## src/rtl/pipe_stage_buf.sv

```systemverilog
// -----------------------------------------------------------------------------
// pipe_stage_buf
//   Pipeline stage register with a valid/ready handshake and a 2-entry skid
//   buffer. It carries any stage payload as one packed bus of width W. It adds
//   backpressure and a synchronous flush at full throughput. Its in_ready is
//   taken straight from a flop, so there is no combinational path from
//   out_ready back to in_ready.
//
// Parameters
//   W          payload width in bits (>=1)
//   ZERO_IDLE  1: out_data forced to 0 while out_valid=0; 0: holds last value
//
// Ports
//   clk        in   1  clock, all state on posedge
//   rst_n      in   1  asynchronous active-low reset
//   clr        in   1  synchronous flush, active high, overrides any transfer
//   in_valid   in   1  upstream payload valid
//   in_ready   out  1  stage can accept (registered, equals !skid_valid)
//   in_data    in   W  upstream payload
//   out_valid  out  1  payload available downstream
//   out_ready  in   1  downstream accepts
//   out_data   out  W  payload to downstream (from the main entry)
//   occ        out  2  entries held: 0, 1 or 2
//
// Handshake: a word moves across an interface on a posedge where that
// interface's valid and ready are both 1. The sender holds valid, and the data
// with it, until that happens. While out_valid=1 and out_ready=0 the stage
// keeps out_valid and out_data unchanged.
// -----------------------------------------------------------------------------
module pipe_stage_buf #(
  parameter int W         = 32*4+2+1+5,
  parameter bit ZERO_IDLE = 1'b1
) (
  input  logic         clk,
  input  logic         rst_n,
  input  logic         clr,
  input  logic         in_valid,
  output logic         in_ready,
  input  logic [W-1:0] in_data,
  output logic         out_valid,
  input  logic         out_ready,
  output logic [W-1:0] out_data,
  output logic [1:0]   occ
);

  // State encoding is {main_valid, skid_valid}. The pair (0,1) is never reached.
  typedef enum logic [1:0] {
    ST_EMPTY = 2'b00,
    ST_ONE   = 2'b10,
    ST_FULL  = 2'b11
  } state_e;

  logic         main_valid;
  logic         skid_valid;
  logic [W-1:0] main_data;
  logic [W-1:0] skid_data;

  logic   acc;
  logic   drn;
  state_e state;  // debug view of the FSM, for checkers to bind to

  assign state     = state_e'({main_valid, skid_valid});
  assign in_ready  = ~skid_valid;
  assign out_valid = main_valid;
  assign occ       = {1'b0, main_valid} + {1'b0, skid_valid};
  assign acc       = in_valid & in_ready;
  assign drn       = out_valid & out_ready;

  always_ff @(posedge clk or negedge rst_n) begin
    if (!rst_n) begin
      main_valid <= 1'b0;
      skid_valid <= 1'b0;
      main_data  <= '0;
      skid_data  <= '0;
    end else if (clr) begin
      // Flush drops everything, including a word being offered this cycle.
      main_valid <= 1'b0;
      skid_valid <= 1'b0;
      main_data  <= '0;
      skid_data  <= '0;
    end else begin
      case (state)
        ST_EMPTY: begin
          if (acc) begin
            main_valid <= 1'b1;
            main_data  <= in_data;
          end
        end
        ST_ONE: begin
          if (acc && drn) begin
            main_data <= in_data;        // head leaves, new word takes its place
          end else if (acc) begin
            skid_valid <= 1'b1;          // head is stalled, so park the new word behind it
            skid_data  <= in_data;
          end else if (drn) begin
            main_valid <= 1'b0;          // main_data is kept so ZERO_IDLE=0 can show it
          end
        end
        ST_FULL: begin
          // in_ready is low here, so only the drain side can move.
          if (drn) begin
            main_data  <= skid_data;
            skid_valid <= 1'b0;
          end
        end
        default: begin
          // Recover from the unreachable (0,1) encoding.
          main_valid <= 1'b0;
          skid_valid <= 1'b0;
        end
      endcase
    end
  end

  generate
    if (ZERO_IDLE) begin : g_zero_idle
      assign out_data = main_valid ? main_data : '0;
    end else begin : g_hold_idle
      assign out_data = main_data;
    end
  endgenerate

endmodule

```

## config.mk

```make
export PLATFORM = sky130hd
export DESIGN_NAME = pipe_stage_buf
export DESIGN_NICKNAME = d
export VERILOG_FILES = /design/src/rtl/pipe_stage_buf.sv
export SDC_FILE = /design/constraint.sdc
export NUM_CORES = 1
export LEC_CHECK = 0
export ABC_AREA = 1
export CAP_MARGIN = 20
export CORE_MARGIN = 3
export CORE_UTILIZATION = 57
export DETAILED_ROUTE_END_ITERATION = 10
export PLACE_DENSITY = 0.83
export SYNTH_ARGS = -nofsm -noshare
export SYNTH_HDL_FRONTEND = slang
export SYNTH_SLANG_ARGS = --single-unit
```

## constraint.sdc

```tcl
create_clock -name clk -period 4.7 [get_ports clk]
set_input_delay 0.705 -clock clk [delete_from_list [all_inputs] [get_ports clk]]
set_output_delay 0.705 -clock clk [all_outputs]
set_load 0.05 [all_outputs]
```

# After elaboration in Yosys (flattened, before gate mapping)
# Index checks and enable logic that the tools add are counted.
# W data, S select, Z words.
[totals]
mem_bits_ro = 0
latch_bits = 0
wordCells = 47
memories = 0
regBits = 274
mem_bits_rw = 0
inputBits = 141
[op_classes]
eq_ne = 12
order_cmp = 0
n_reduce_logical = 9
muxes = 18
bitwise_logic = 3
shifts = 0
n_addsub = 1
n_div = 0
n_mul = 0
[ops]
columns = ["op", "count"]
rows = [
  ["$mux W136", 8],
  ["$pmux W136 S3", 1],
  ["$ne A3 B3 Y1 const B", 7],
  ["$reduce_and A4 Y1", 2],
  ["$mux W1", 7],
  ["$ne A2 B2 Y1 const B", 3],
  ["$pmux W1 S3", 2],
  ["$reduce_and A5 Y1", 1],
  ["$eq A2 B2 Y1 const B", 2],
  ["$reduce_bool A2 Y1", 2],
  ["$reduce_bool A4 Y1", 1],
  ["$reduce_and A3 Y1", 1],
  ["$add A1 B1 Y2", 1],
  ["$and A1 B1 Y1", 2],
  ["$logic_not A2 Y1", 1],
  ["$logic_and A1 B1 Y1", 1],
  ["$not A1 Y1", 1],
]

# Longest topological paths before layout
[depth]
ltp_word = 6
ltp_mapped = 13

# Worst setup path after synthesis
# Ideal clock, no wire load.
[synth_path]
path_type = "register -> output"
from = "register main_valid (netlist: out_valid)"
to = "output port occ[0]"
n_path_buf = 2
path_slack_ns = 2.085
arrival_time_ns = 1.910
path_stages_with_launch = 5
required_time_ns = 3.995
path_cell_list = "dfrtp_1 -> clkbuf_1 -> buf_1 -> inv_1 -> ha_1"
[synth_via]
elab_chain_len = 1
[synth_rtl]
columns = ["item", "line_no", "rtl"]
rows = [
  ["start, declared", "53", "logic main_valid;"],
  ["start signal, assigned", "71", "main_valid <= 1'b0;"],
  ["start signal, assigned", "77", "main_valid <= 1'b0;"],
  ["start signal, assigned", "85", "main_valid <= 1'b1;"],
  ["$add A1 B1 Y2", "65", "assign occ = {1'b0, main_valid} + {1'b0, skid_valid};"],
  ["end, declared", "43", "output logic [1:0] occ"],
]
# Every way passes these cells.

# Worst setup path in the final report
[layout_path]
from = "register main_valid (netlist: out_valid)"
to = "output port out_data[31]"
[layout_via]
elab_chain_len = 1
[layout_rtl]
columns = ["item", "line_no", "rtl"]
rows = [
  ["$mux W136", "117", "assign out_data = main_valid ? main_data : '0;"],
  ["end, declared", "42", "output logic [W-1:0] out_data,"],
]
# Every way passes these cells.

==> results.ini <==
[power_and_ir_drop]
finalPower_mw = 9.93
internal-power_mw = 5.77
sw_frac_of_total_pct = 41.9
powerDensity_nw_per_um2 = 538
vdd_ir_drop_max_uv = 469
comb_power_share_pct = 41.6
seqPwrFrac_pct = 35.5
switching_power_mw = 4.16
clkPwrFrac_pct = 22.9
leakage_nw = 10.1

[die]
initial_core_util_pct = 58.4
fp-row-count = 58
die_w_um = 167
core-area_sq_um = 25300
floorplan.die_area_sq_um = 27900
die_h_um = 167
io_pins = 281

[synth]
seq_area_frac_synth_pct = 46.4
yosys_warnings = 0
synthDistinctLibCells = 19
synth_seq_cells = 274
synthCells = 1972
syn_nets = 2116
synth.cell_area_sq_um = 14800
syn_avg_cell_area_sq_um = 7.50

[placement]
place_hpwl_um = 24500
gp_congestion = 0.809
port_buffers = 280
numPlacedInstances = 2437
placed_area_sq_um = 17500

[sta]
rsz0062_at_grt = no
slew_violations = 0
holdWs_ns = 0.225
finalHoldViolations = 0
finalSetupViolCount = 0
setup_tns_ns = 0
fin_crit_ns = 3.82
fin_crit_sh_pct = 81.3
fmax_mhz = 262
clock_skew_ns = 0.00855
slew_headroom_pct = 25.7
tightest_slew_ns = 1.11

[clocking]
tritoncts = done
clkTransAtPathRegs_ns = 0.06
cts_root_buf = clkbuf_16
cts_max_path_buffers = 3
cts_hold_buf = 0
insertion_delay_ns = 0.53
numCtsBuffers = 29
htree_num_levels = 1
cts.sinks = 274
post-cts-setup-buffer-count = 0
cts_resized = 0

[critical_path]
cp_data_required_time_ns = 3.99
cpMaxStageDelayCell = dfrtp_4
start_kind = register
crit_type = register to primary output
cp_max_fo = 53
path_cells = buf_4 > nand2_1 > inv_1 > clkdlybuf4s50_1
worstPathArrival_ns = 3.12
end_kind = primary output
max_stage_delay_ns = 0.85

[detailed_routing]
routed_wl_um = 40700
viasPerCell = 5.55
initialDrtViolationCount = 1586
wl_per_cell_um = 16.3
drc = 0
via_count = 13830
final_antenna_net_count = 0
drt_first_pass_iters = 5

[global_route]
grt_usage_pct = 28.1
grt_remaining_overflow = 0
grt_pass1_wl_um = 66300
grt_pass1_vias = 13274
antenna_found_initial = 3
grt_start_max_net_pins = 226

[finish]
final_cells = 2490
drive_gt1_share_pct = 3.56
final_cell_mix = inv_1 (414), nand2_1 (283), clkdlybuf4s50_1 (279)
final_common_cell = inv_1
syn2layout_area_growth_pct = 25.0
fin_nets = 2282
antenna_cells = 0
design_area_sq_um = 18500

[job]
cap_violations = 0

[worst_hold_path]
hold_path.class = input port to asynchronous set/reset pin

[status]
status = complete, no violations

-- logic make-up (layout without fill, tap and decap cells) --
logic type / count (synthesis) / count (layout) / synth area share, %
buffers and inverters: 580 / 768 / 15.7
AND/OR/NAND/NOR: 568 / 568 / 16.9
AO/OA/AOI/OAI: 547 / 547 / 20.8
flip-flops: 274 / 274 / 46.4
adder cells (fa/ha/maj): 3 / 3 / 0.254
-- cell usage after synthesis --
cell type | instances | area, sq um
a21oi_1 | 137 | 686
buf_1 | 8 | 30.0
buf_2 | 47 | 235
buf_4 | 19 | 143
buf_6 | 1 | 11.3
clkbuf_1 | 88 | 330
dfrtp_1 | 274 | 6860
ha_1 | 3 | 37.5
inv_1 | 414 | 1550
inv_2 | 3 | 11.3
nand2_1 | 283 | 1060
nand3_1 | 277 | 1390
nand4_1 | 1 | 6.26
nor2_1 | 5 | 18.8
nor2_2 | 1 | 6.26
nor2_4 | 1 | 11.3
o21ai_0 | 264 | 1320
o21ai_1 | 9 | 45.0
o21bai_1 | 137 | 1030
-- worst max-delay path: cells and delay by family, from the launching register on --
kind | cells | cell delay, ns
buffers and inverters | 3 | 1.54
DFF | 1 | 0.85
and+or+nand+nor | 1 | 0.17
-- layout make-up --
type,instances,area (sq um)
clock inverters,14,125
repair buffers,298,3030
fillers,1938,6860
inverters,417,1570
multi-input cells,1118,5650
flip-flops and latches,274,6860
clock buffers,39,823
well taps,330,413
-- flip-flops by register name, summed over array words and instances (netlist names) --
signal and flops:
main_data 136, skid_data 136, out_valid 1, skid_valid 1
-- power by group through the flow --
| stage | Sequential [mW] | Clock [mW] | Combinational, mW |
|---|---|---|---|
| 6_report | 3.52 | 2.28 | 4.13 |
| 3_3_place_gp | 3.52 | 0 | 4.00 |
| 4_1_cts | 3.52 | 2.31 | 4.13 |
| 5_1_grt | 3.61 | 2.41 | 4.51 |
| 2_1_floorplan | 3.39 | 0 | 3.01 |
| 3_5_place_dp | 3.55 | 0 | 4.10 |
-- path summary, 6_finish.rpt --
check / from / end / slack, ns / depth (start not counted)
max: out_valid / out_data[31] / 0.88 / 4
min: rst_n / skid_data[69] / 0.22 / 1
max reg2reg: out_valid / main_data[71] / 1.15 / 8
min reg2reg: skid_data[82] / skid_data[82] / 0.52 / 2
max in group asynchronous: rst_n / skid_data[24] / 3.41 / 2
min in group clk: skid_data[82] / skid_data[82] / 0.52 / 2
-- layer usage --
layer	wire [um]	part of all wire, %	vias to the layer above	track usage (%)
met1	17300	43	6582	40.0
met3	3360	8.3	83	5.17
met2	18900	47	606	45.0
li1	-	-	6553	-
met4	988	2.4	6	7.10
met5	47	0.12	-	0
-- stage by stage --
step	utilization (%)	setup slack, ns
floorplan	-	2.09
global placement	69.1	1.16
detailed placement	69.2	1.10
CTS	72.9	0.881
global route	72.9	0.713
finish	72.9	0.880
(Power assumes the default switching activity.)
==> variant (same settings) <==
Make the reset (`rst_n`) synchronous in one clocked block. Comments in the files are not updated.
--- a/src/rtl/pipe_stage_buf.sv
+++ b/src/rtl/pipe_stage_buf.sv
@@ -66,7 +66,7 @@
   assign acc       = in_valid & in_ready;
   assign drn       = out_valid & out_ready;
 
-  always_ff @(posedge clk or negedge rst_n) begin
+  always_ff @(posedge clk) begin
     if (!rst_n) begin
       main_valid <= 1'b0;
       skid_valid <= 1'b0;
Function: differs if rst_n is asserted again (counterexample within 4 cycles, from zero or initial values and one cycle with rst_n low); with rst_n held inactive, the same outputs for 4 cycles.
==> variant against the unedited design <==
Final cell count decreased by 2.3%. Clock skew up 0.00056 ns. Critical path depth unchanged. Wire length shrank 11%. Setup slack better by 0.19 ns. Final area is 10% lower. Sequential cell count is the same. Area after synthesis is 12% lower. Non-clock buffer count is 4 lower.
Power is not compared: it rests on default switching activity, and its combinational part moved more than twofold at a synthesized area within 25%.
==> variant: results (changes against the unedited design) <==
- Critical register-to-register path startpoint: out_valid (unchanged)
- Via count: 13,080 (was 13,830)
- Final #Nets: 2,275 (was 2,282)
- P_leak: 7.67 nW
- Syn Inst Count: 1,970 (was 1,972)
- Met1 Track Usage GR: 37.8% (was 40.0%)
- WL final: 36.2 mm (was 40.7 mm)
- DRC errors left: 0 (unchanged)
- Worst path arrival time: 2.93 ns (was 3.12 ns)
- Placed cells: 2,380 (was 2,437)
- Post-DP HPWL: 21.7 mm (was 24.5 mm)
- Worst reg-to-reg path cell count: 9 (was 8)
- Met3 usage: 4.04% (was 5.17%)
- Crit path max-delay family: buffers and inverters (unchanged)
- Synth cell count leaders: 418 x nand2_1, 414 x nor2_1, 274 x dfxtp_1 (was 414 x inv_1, 283 x nand2_1, 277 x nand3_1)
- PortBufs: 280 (unchanged)
- R2R Setup Slk: 1.47 ns (was 1.15 ns)
- Met2 Usage GRT: 44.9% (was 45.0%)
- Hold Crit Class: flop to flop (was input pin to asynchronous set/reset pin)
- Post-Synth Adder-Cell Area: 0.288% (was 0.254%)
- Seq/Total Area, Yosys: 42.1% (was 46.4%)
- Post-synth ARST share: 0% (was 100%)
- Power Density: 343 mW/mm^2
- Starting DRC count in detailed routing: 1,185 (was 1,586)
- Rel. slew slack: 34.6% (was 25.7%)
- Largest net degree at the start of global routing: 178 (was 226)
- Number of global-route vias before repair: 11,792 (was 13,274)
- WHS: 0.479 ns (was 0.225 ns)
- WL per Instance: 14.9 um (was 16.3 um)
- Worst R2R End: main_data[51] (was main_data[71])
- CTS resizes: 0 (unchanged)
- Max stage delay on crit path: 0.89 ns (was 0.85 ns)
- GP Congestion: 0.841 (was 0.809)
- Crit Path Max Fanout: 79 (was 53)
- Worst Clk Skew: 0.00912 ns (was 0.00855 ns)
- Post-Place Cell Area: 0.0157 mm^2 (was 0.0175 mm^2)
- Syn Nets: 2,114 (was 2,116)
- GRT Util Overall: 27.8% (was 28.1%)
- Share of cells above drive strength 1: 3.07% (was 3.56%)
- Met2 wire len: 16.7 mm (was 18.9 mm)
- Area contributors post-synth: dfxtp_1 42%, nand2_1 12%, nor2_1 12% (was dfrtp_1 46%, inv_1 11%, nand3_1 9.4%)
- Status: complete, no violations (unchanged)
- Slowest CP cell: dfxtp_4 (was dfrtp_4)
- Metal3 WL: 2.21 mm (was 3.36 mm)
- Global-route wire length before repair: 58.0 mm (was 66.3 mm)
- Met1 WL: 15.7 mm (was 17.3 mm)
- Dpl ws: 1.56 ns (was 1.10 ns)
==> variant: cell type report <==
| class | instances | area (um^2) |
|---|---|---|
| timing repair buffer | 294 | 3000 |
| antenna | 2 | 5.00 |
| tap | 280 | 350 |
| fill | 1769 | 5580 |
| clock buffer | 39 | 793 |
| clock inverter | 11 | 92.6 |
| sequential | 274 | 5490 |
| multi-input combinational | 1388 | 6310 |
| inverter | 144 | 553 |
==> variant: worst max-delay path by stage <==
stage / startpoint / end / slack, ns / cells after the start
after floorplan: out_valid / main_data[92] / 1.76 / 11
final: out_valid / out_data[0] / 1.07 / 4
after global routing: out_valid / out_data[0] / 0.96 / 4
after detailed placement: out_valid / main_data[51] / 1.56 / 9
after global placement: out_ready / main_data[69] / 1.60 / 9
after CTS: out_valid / out_data[0] / 1.07 / 4
==> variant: worst min-delay path, stage by stage (launching register included) <==
cell and delay, ns:
dfxtp_1 0.32, a21oi_1 0.04, nor2_1 0.08
